`src/rtl/time_pkg.sv`:
```
// rtl/time_pkg.sv - field indices and set-mode state enum shared with the time counter
package time_pkg;

  localparam int NUM_FIELDS = 6;
  localparam int FLD_SEC    = 0;
  localparam int FLD_MIN    = 1;
  localparam int FLD_HOUR   = 2;
  localparam int FLD_DAY    = 3;
  localparam int FLD_MONTH  = 4;
  localparam int FLD_YEAR   = 5;

  typedef enum logic [2:0] {
    ST_RUN,
    ST_SET_YEAR,
    ST_SET_MONTH,
    ST_SET_DAY,
    ST_SET_HOUR,
    ST_SET_MIN,
    ST_SET_SEC
  } set_state_e;

  function automatic logic [NUM_FIELDS-1:0] field_onehot(input set_state_e s);
    logic [NUM_FIELDS-1:0] one;
    one = NUM_FIELDS'(1);
    case (s)
      ST_SET_YEAR:  return one << FLD_YEAR;
      ST_SET_MONTH: return one << FLD_MONTH;
      ST_SET_DAY:   return one << FLD_DAY;
      ST_SET_HOUR:  return one << FLD_HOUR;
      ST_SET_MIN:   return one << FLD_MIN;
      ST_SET_SEC:   return one << FLD_SEC;
      default:      return '0;
    endcase
  endfunction

endpackage

```
`src/rtl/time_set_ctrl_if.sv`:
```
// rtl/time_set_ctrl_if.sv - raw buttons in, run/adjust/up/down controls out
interface time_set_ctrl_if;
  import time_pkg::*;

  logic                  btn_mode;
  logic                  btn_up;
  logic                  btn_down;
  logic                  run;
  logic [NUM_FIELDS-1:0] adjust;
  logic [NUM_FIELDS-1:0] up;
  logic [NUM_FIELDS-1:0] down;

  modport master (output btn_mode, btn_up, btn_down, input run, adjust, up, down);
  modport slave  (input btn_mode, btn_up, btn_down, output run, adjust, up, down);
endinterface

```
`src/rtl/time_set_ctrl_debounce.sv`:
```
// rtl/time_set_ctrl_debounce.sv - btn_debounce: synchroniser, debounce counter, rising-edge event
module btn_debounce #(
  parameter int DEBOUNCE_CYC = 20
) (
  input  logic clk,
  input  logic rst,
  input  logic btn,
  output logic level,
  output logic evt
);
  localparam int CW = $clog2(DEBOUNCE_CYC + 1);

  logic [1:0]    sync;
  logic          level_q;
  logic [CW-1:0] cnt;

  // the count never passes DEBOUNCE_CYC-1: the flip happens on the edge it would reach DEBOUNCE_CYC
  always_ff @(posedge clk) begin
    if (rst) begin
      sync    <= '0;
      level   <= 1'b0;
      level_q <= 1'b0;
      cnt     <= '0;
      evt     <= 1'b0;
    end else begin
      sync    <= {sync[0], btn};
      level_q <= level;
      evt     <= level & ~level_q;
      if (sync[1] == level) begin
        cnt <= '0;
      end else if (cnt == CW'(DEBOUNCE_CYC - 1)) begin
        cnt   <= '0;
        level <= ~level;
      end else begin
        cnt <= cnt + 1'b1;
      end
    end
  end
endmodule

```
`src/rtl/time_set_ctrl.sv`:
```
// rtl/time_set_ctrl.sv - set-mode FSM for the clock/calendar; TIME_SET_AUTOREPEAT_EN adds up/down auto-repeat
module time_set_ctrl
  import time_pkg::*;
#(
  parameter int DEBOUNCE_CYC = 20,
  parameter int REPEAT_DELAY = 500,
  parameter int REPEAT_RATE  = 100,
  parameter int TIMEOUT_CYC  = 30000
) (
  input logic           clk,
  input logic           rst,
  time_set_ctrl_if.slave bus
);
  localparam int TW = (TIMEOUT_CYC > 0) ? $clog2(TIMEOUT_CYC + 1) : 1;

  logic mode_lvl, up_lvl, dn_lvl;
  logic mode_evt, up_evt, dn_evt;
  logic any_evt, timeout, strobe_ok, rep_up, rep_dn;
  logic [TW-1:0] idle_cnt;
  set_state_e state, next_state;

  btn_debounce #(.DEBOUNCE_CYC(DEBOUNCE_CYC)) u_mode (
    .clk(clk), .rst(rst), .btn(bus.btn_mode), .level(mode_lvl), .evt(mode_evt));
  btn_debounce #(.DEBOUNCE_CYC(DEBOUNCE_CYC)) u_up (
    .clk(clk), .rst(rst), .btn(bus.btn_up), .level(up_lvl), .evt(up_evt));
  btn_debounce #(.DEBOUNCE_CYC(DEBOUNCE_CYC)) u_down (
    .clk(clk), .rst(rst), .btn(bus.btn_down), .level(dn_lvl), .evt(dn_evt));

  assign any_evt = mode_evt | up_evt | dn_evt;
  // an event in the same cycle counts as activity, so it wins over the timeout
  assign timeout = (TIMEOUT_CYC != 0) && (state != ST_RUN) && !any_evt &&
                   (idle_cnt == TW'(TIMEOUT_CYC));

  always_ff @(posedge clk) begin
    if (rst) state <= ST_RUN;
    else     state <= next_state;
  end

  always_ff @(posedge clk) begin
    if (rst || state == ST_RUN || any_evt) idle_cnt <= '0;
    else if (idle_cnt != TW'(TIMEOUT_CYC)) idle_cnt <= idle_cnt + 1'b1;
  end

  always_comb begin
    next_state = state;
    bus.up     = '0;
    bus.down   = '0;
    if (mode_evt) next_state = (state == ST_SET_SEC) ? ST_RUN : set_state_e'(state + 3'd1);
    else if (timeout) next_state = ST_RUN;
    strobe_ok = (state != ST_RUN) && (next_state == state);
    if (strobe_ok) begin
      if ((up_evt && !dn_evt) || rep_up) bus.up   = field_onehot(state);
      if ((dn_evt && !up_evt) || rep_dn) bus.down = field_onehot(state);
    end
  end

  assign bus.run    = (state == ST_RUN);
  assign bus.adjust = field_onehot(state);

`ifdef TIME_SET_AUTOREPEAT_EN
  localparam int RMAX = (REPEAT_DELAY > REPEAT_RATE) ? REPEAT_DELAY : REPEAT_RATE;
  localparam int RW   = $clog2(RMAX + 1);

  logic [RW-1:0] rep_cnt;
  logic          rep_arm, rep_first, rep_hold, rep_hit;
  logic          unused_lvl;

  assign unused_lvl = mode_lvl;
  // repeat only follows a press that produced a real strobe; a button held through reset never arms it
  assign rep_hold = rep_arm && (up_lvl ^ dn_lvl) && !any_evt;
  assign rep_hit  = rep_hold &&
                    (rep_cnt == (rep_first ? RW'(REPEAT_DELAY - 1) : RW'(REPEAT_RATE - 1)));
  assign rep_up   = rep_hit && up_lvl;
  assign rep_dn   = rep_hit && dn_lvl;

  always_ff @(posedge clk) begin
    if (rst || state == ST_RUN || mode_evt || !(up_lvl ^ dn_lvl)) begin
      rep_arm   <= 1'b0;
      rep_first <= 1'b1;
      rep_cnt   <= '0;
    end else if (up_evt || dn_evt) begin
      rep_arm   <= strobe_ok && (up_evt ^ dn_evt);
      rep_first <= 1'b1;
      rep_cnt   <= '0;
    end else if (rep_arm) begin
      if (rep_hit) begin
        rep_cnt   <= '0;
        rep_first <= 1'b0;
      end else begin
        rep_cnt <= rep_cnt + 1'b1;
      end
    end
  end
`else
  localparam int unused_rep = REPEAT_DELAY + REPEAT_RATE;
  logic unused_lvl;

  assign unused_lvl = ^{mode_lvl, up_lvl, dn_lvl};
  assign rep_up     = 1'b0;
  assign rep_dn     = 1'b0;
`endif
endmodule
```
`src/flat_wrapper.sv`:
```
// flat-port wrapper written by rule: the top's interface ports become plain ports
module time_set_ctrl_flat import time_pkg::*;
#(
  parameter int DEBOUNCE_CYC = 20,
  parameter int REPEAT_DELAY = 500,
  parameter int REPEAT_RATE  = 100,
  parameter int TIMEOUT_CYC  = 30000
)
  (clk, rst, bus_btn_mode, bus_btn_up, bus_btn_down, bus_run, bus_adjust, bus_up, bus_down);
  time_set_ctrl_if bus_i ();
  input logic clk;
  input logic rst;
  input wire logic [$bits(bus_i.btn_mode)-1:0] bus_btn_mode;
  input wire logic [$bits(bus_i.btn_up)-1:0] bus_btn_up;
  input wire logic [$bits(bus_i.btn_down)-1:0] bus_btn_down;
  output wire logic [$bits(bus_i.run)-1:0] bus_run;
  output wire logic [$bits(bus_i.adjust)-1:0] bus_adjust;
  output wire logic [$bits(bus_i.up)-1:0] bus_up;
  output wire logic [$bits(bus_i.down)-1:0] bus_down;
  assign bus_i.btn_mode = bus_btn_mode;
  assign bus_i.btn_up = bus_btn_up;
  assign bus_i.btn_down = bus_btn_down;
  assign bus_run = bus_i.run;
  assign bus_adjust = bus_i.adjust;
  assign bus_up = bus_i.up;
  assign bus_down = bus_i.down;
  time_set_ctrl #(.DEBOUNCE_CYC(DEBOUNCE_CYC), .REPEAT_DELAY(REPEAT_DELAY), .REPEAT_RATE(REPEAT_RATE), .TIMEOUT_CYC(TIMEOUT_CYC)) u_core (.clk(clk), .rst(rst), .bus(bus_i));
endmodule
```
`config.mk`:
```
export PLATFORM = sky130hd
export DESIGN_NAME = time_set_ctrl_flat
export DESIGN_NICKNAME = d
export VERILOG_FILES = /design/src/rtl/time_pkg.sv /design/src/rtl/time_set_ctrl_if.sv /design/src/rtl/time_set_ctrl_debounce.sv /design/src/rtl/time_set_ctrl.sv /design/src/flat_wrapper.sv
export SDC_FILE = /design/constraint.sdc
export NUM_CORES = 1
export LEC_CHECK = 0
export ABC_CLOCK_PERIOD_IN_PS = 2050
export CAP_MARGIN = 40
export CORE_ASPECT_RATIO = 1.2
export CORE_MARGIN = 3
export CORE_UTILIZATION = 55
export DETAILED_ROUTE_END_ITERATION = 7
export PLACE_DENSITY = 0.78
export SLEW_MARGIN = 20
export SYNTH_ARGS = -nofsm -noshare
export SYNTH_HDL_FRONTEND = slang
export SYNTH_SLANG_ARGS = --single-unit
```
`constraint.sdc`:
```
create_clock -name clk -period 2.05 [get_ports clk]
set_input_delay 0.41 -clock clk [delete_from_list [all_inputs] [get_ports clk]]
set_output_delay 0.41 -clock clk [all_outputs]
set_load 0.02 [all_outputs]
```
==> impl.org <==
** Timing
- Setup repair after global routing could not meet its margin everywhere.
- The number of pins with negative max-slew slack in the final report came to 0.
- Worst rel slew slack :: 0.668
- For this run, the top clock speed supported by timing is 493 MHz.
- The clock arrives with about 6.9 ps of skew.
- Setup violations remaining at the end of the flow were counted as 0.
- Setup slack of the critical path after layout :: 22.0 ps
- Final Hold Fails :: 0
- Subtracting the final worst setup slack from the clock period gives slightly above 2000 ps.
- Period utilisation layout :: 0.989
- Transition time at the pin with the least slew margin :: between 400 and 500 ps

** Critical path
- Together, buffers and inverters on the worst path number 1.
- In this run the worst path has a maximum fanout of 2.
- Critical Path Start Type :: flip-flop
- Data arrives at the worst endpoint at ~1600 ps.
- Data on the critical path is required at its endpoint by 1640 ps.
- The largest single stage delay on the critical path is 330 ps.
- The worst setup path is of the flip-flop to primary output kind.
- Setup crit end kind :: primary output
- Cells along the critical path :: and2_4 -> ha_4 -> xor2_1 -> o21ai_2 -> nor3_2 -> buf_4
- Largest delay share family, worst path :: flip-flops
- Standard cell with the maximum stage delay on the critical path :: sky130_fd_sc_hd__dfxtp_2

** Clock tree
- In this run the clock root is driven by a sky130_fd_sc_hd__clkbuf_8.
- Clock transition at the registers of the reported paths :: ~80 ps
- At the later pin of the worst-skew pair, clock insertion delay measures 300 ps.
- In this run the post-CTS setup repair buffer count came out at 0.
- Clock tree synthesis found a total of 48 sinks.
- Number of clock buffers inserted by TritonCTS :: 5
- CTS tree :: yes
- CTS max path bufs :: 2
- Number of H-tree levels :: 2
- The number of hold buffers added after CTS was 0.

** Logic synthesis
- Area leader, netlist :: sky130_fd_sc_hd__dfxtp_1
- Share of the synthesized area in the top cell type :: 0.437
- Sequential area share after synthesis :: 0.437
- Synthesis produced between 200 and 250 cells.
- Synthesis inferred 48 register bits.
- For this run, the number of Yosys warnings is 0.
- Synthesized area :: around 2200 um^2
- Synth area leaders :: sky130_fd_sc_hd__dfxtp_1 (44%), sky130_fd_sc_hd__nor2_1 (5.8%), sky130_fd_sc_hd__nor2b_1 (4.0%), sky130_fd_sc_hd__nand3_1 (3.9%), sky130_fd_sc_hd__ha_1 (3.4%)
- After synthesis, the share of flip-flops with an asynchronous set or reset is 0.
- Net count after synthesis :: 252
- The most used flip-flop cell after synthesis is sky130_fd_sc_hd__dfxtp_1.
- Number of unique standard cell types used by synthesis :: 39
- After synthesis, the mean cell area works out to ~9.1 um^2.
- EDFF count, synth :: 0

** Place
- Port buffering added 23 buffers.
- Routability congestion estimate :: ~0.8
- OpenSTA, run right after detailed placement, puts the worst setup slack at -144 ps.
- Instance area at placement :: ~2500 um^2
- The wire-length estimate of the detail-placed layout is ~2.8 mm.

** Floorplan
- The die is 63.7 um wide.
- The initial utilization of the core area, before any placement, comes to 0.586.
- Row count :: 24
- The die covers between 4000 and 5000 um^2.
- Ports :: 24
- Measured along the y axis, the die boundary spans ~75 um.
- In this run the standard cell core region covers 3750 um^2.

** Layout
- Count of antenna diodes in the layout :: 0
- The net count of the finished layout is 282.
- Once layout is done, the placed cells without fillers occupy 2590 um^2.
- From synthesis to final layout, the design area changed by 17.6%.
- Leading cell type in the layout, fill and taps excluded :: sky130_fd_sc_hd__dfxtp_1
- Fraction of final layout cells sized beyond drive strength 1 :: 0.165
- In the layout the commonest cells are sky130_fd_sc_hd__dfxtp_1 (47), sky130_fd_sc_hd__nor2_1 (34), sky130_fd_sc_hd__nand3_1 (17).

** Route
- Detailed-route wire length :: just under 4 mm
- The detailed router finished its first iteration with 61 violations.
- The routed layout has between 1500 and 2000 vias.
- DRT antenna net count :: 0
- Using the TritonRoute via totals, the vias-per-cell ratio works out to between 5 and 6.
- Total iterations of the first detailed-routing run :: 4
- For this run, design rule violations remaining after detail routing come to 0.
- Routed wire per std cell :: ~12 um

** Outcome
- Result of the run :: finished, final reports clean

** Pwr
- Leakage power of the design :: slightly above 0.9 nW
- Dividing total power by cell area gives a power density of around 600 nW/um^2.
- Max rail drop VDD :: around 0.48 mV

** Min path
- The path class of the tightest hold or removal check is flip-flop to flip-flop.

** Global routing
- The number of antenna violations at the first check in global routing came to 0.
- Total track usage :: 0.180
- The total overflow left after global routing is 0.
- The first global-routing pass estimated a little under 7 mm of wire.
- Number of global-route vias before repair :: ~1500
- Entering global routing, the biggest net connects 15 pins.

** Job
- The tool flagged a number of max-cap violations equal to 0.
## what timing repair did
| item | in CTS | in global routing |
|---|---|---|
| resized for setup | 29 | 13 |
| pin swaps | 4 | 2 |
| endpoints found under the setup margin | 18 | 6 |
## synthesized netlist by cell type, types with 6 or more instances
cell type                 instances
sky130_fd_sc_hd__nand2_1         13
sky130_fd_sc_hd__or3_1            8
sky130_fd_sc_hd__a21oi_2          8
sky130_fd_sc_hd__nor2b_1         14
sky130_fd_sc_hd__xor2_1           8
sky130_fd_sc_hd__xnor2_1          7
sky130_fd_sc_hd__nand3_1         17
sky130_fd_sc_hd__dfxtp_1         48
sky130_fd_sc_hd__ha_1             6
sky130_fd_sc_hd__mux2i_1          7
sky130_fd_sc_hd__nor2_1          34
sky130_fd_sc_hd__inv_1           13
## state kept, by name, summed over array words and instances, names as in the netlist, 2 cells and up
register,count
u_core.u_down.sync,2
u_core.u_mode.sync,2
u_core.idle_cnt,15
u_core.state,3
u_core.u_up.cnt,5
u_core.u_down.cnt,5
u_core.u_mode.cnt,5
u_core.u_up.sync,2
## area by class of cell
cell class | count | area [um^2]
repair buffers | 32 | 258
clock buffers | 8 | 90.1
flip-flops and latches | 48 | 962
fillers | 325 | 1160
well taps | 52 | 65.1
multi-input cells | 168 | 1150
inverters | 16 | 60.1
## worst register-to-register path: cells and delay by family, from the launching register on
kind,cells,cell delay (ps)
buffers and inverters,3,580
flip-flops,1,330
AND/OR/NAND/NOR,3,640
## path summary, 6_finish.rpt
check	start	depth (start not counted)	slack [ps]	to
max	u_core.state[0]	6	20	bus_up[3]
min	u_core.u_up.level_q	1	380	u_core.u_up.evt
max reg2reg	u_core.state[1]	6	390	u_core.idle_cnt[4]
min reg2reg	u_core.u_up.level_q	1	380	u_core.u_up.evt
## logic make-up (layout without fill, tap and decap cells)
logic type                 after synthesis  in the layout  share of synthesized area
DFF                                     48             48                      0.437
adders and majority gates                6              6                     0.0341
AOI/OAI and AO/OA                       23             23                     0.0722
xor gates and xnor gates                15             15                     0.0597
buffers and inverters                   25             56                     0.0523
and+or+nand+nor                        117            117                      0.313
muxes                                    7              7                     0.0318
## stage by stage
step / hold slack [ps] / std cells / setup TNS [ps] / power (mW) / utilization
floorplan: 367 / 241 / -37.7 / 0.981 / -
global placement: 372 / 316 / -214 / 0.996 / 0.668
detailed placement: 375 / 316 / -282 / 0.997 / 0.668
CTS: 387 / 324 / 0 / 1.55 / 0.685
global route: 400 / 324 / -102 / 1.59 / 0.690
finish: 384 / 324 / 0 / 1.54 / 0.690
## per-layer routing
layer  vias to the layer above  part of all wire  global-route usage
met5                         -                 0                   0
met4                         0             0.022              0.0935
met3                         8             0.038              0.0428
met2                        27              0.48               0.311
met1                       787              0.46               0.212
li1                        880                 -                   -
## where the power goes
| group | switching, mW | total [mW] | internal (mW) |
|---|---|---|---|
| Clock | 0.292 | 0.567 | 0.275 |
| Combinational | 0.0150 | 0.0323 | 0.0174 |
| Sequential | 0.00334 | 0.942 | 0.939 |
| Total | 0.310 | 1.54 | 1.23 |
(Power assumes the default switching activity.)
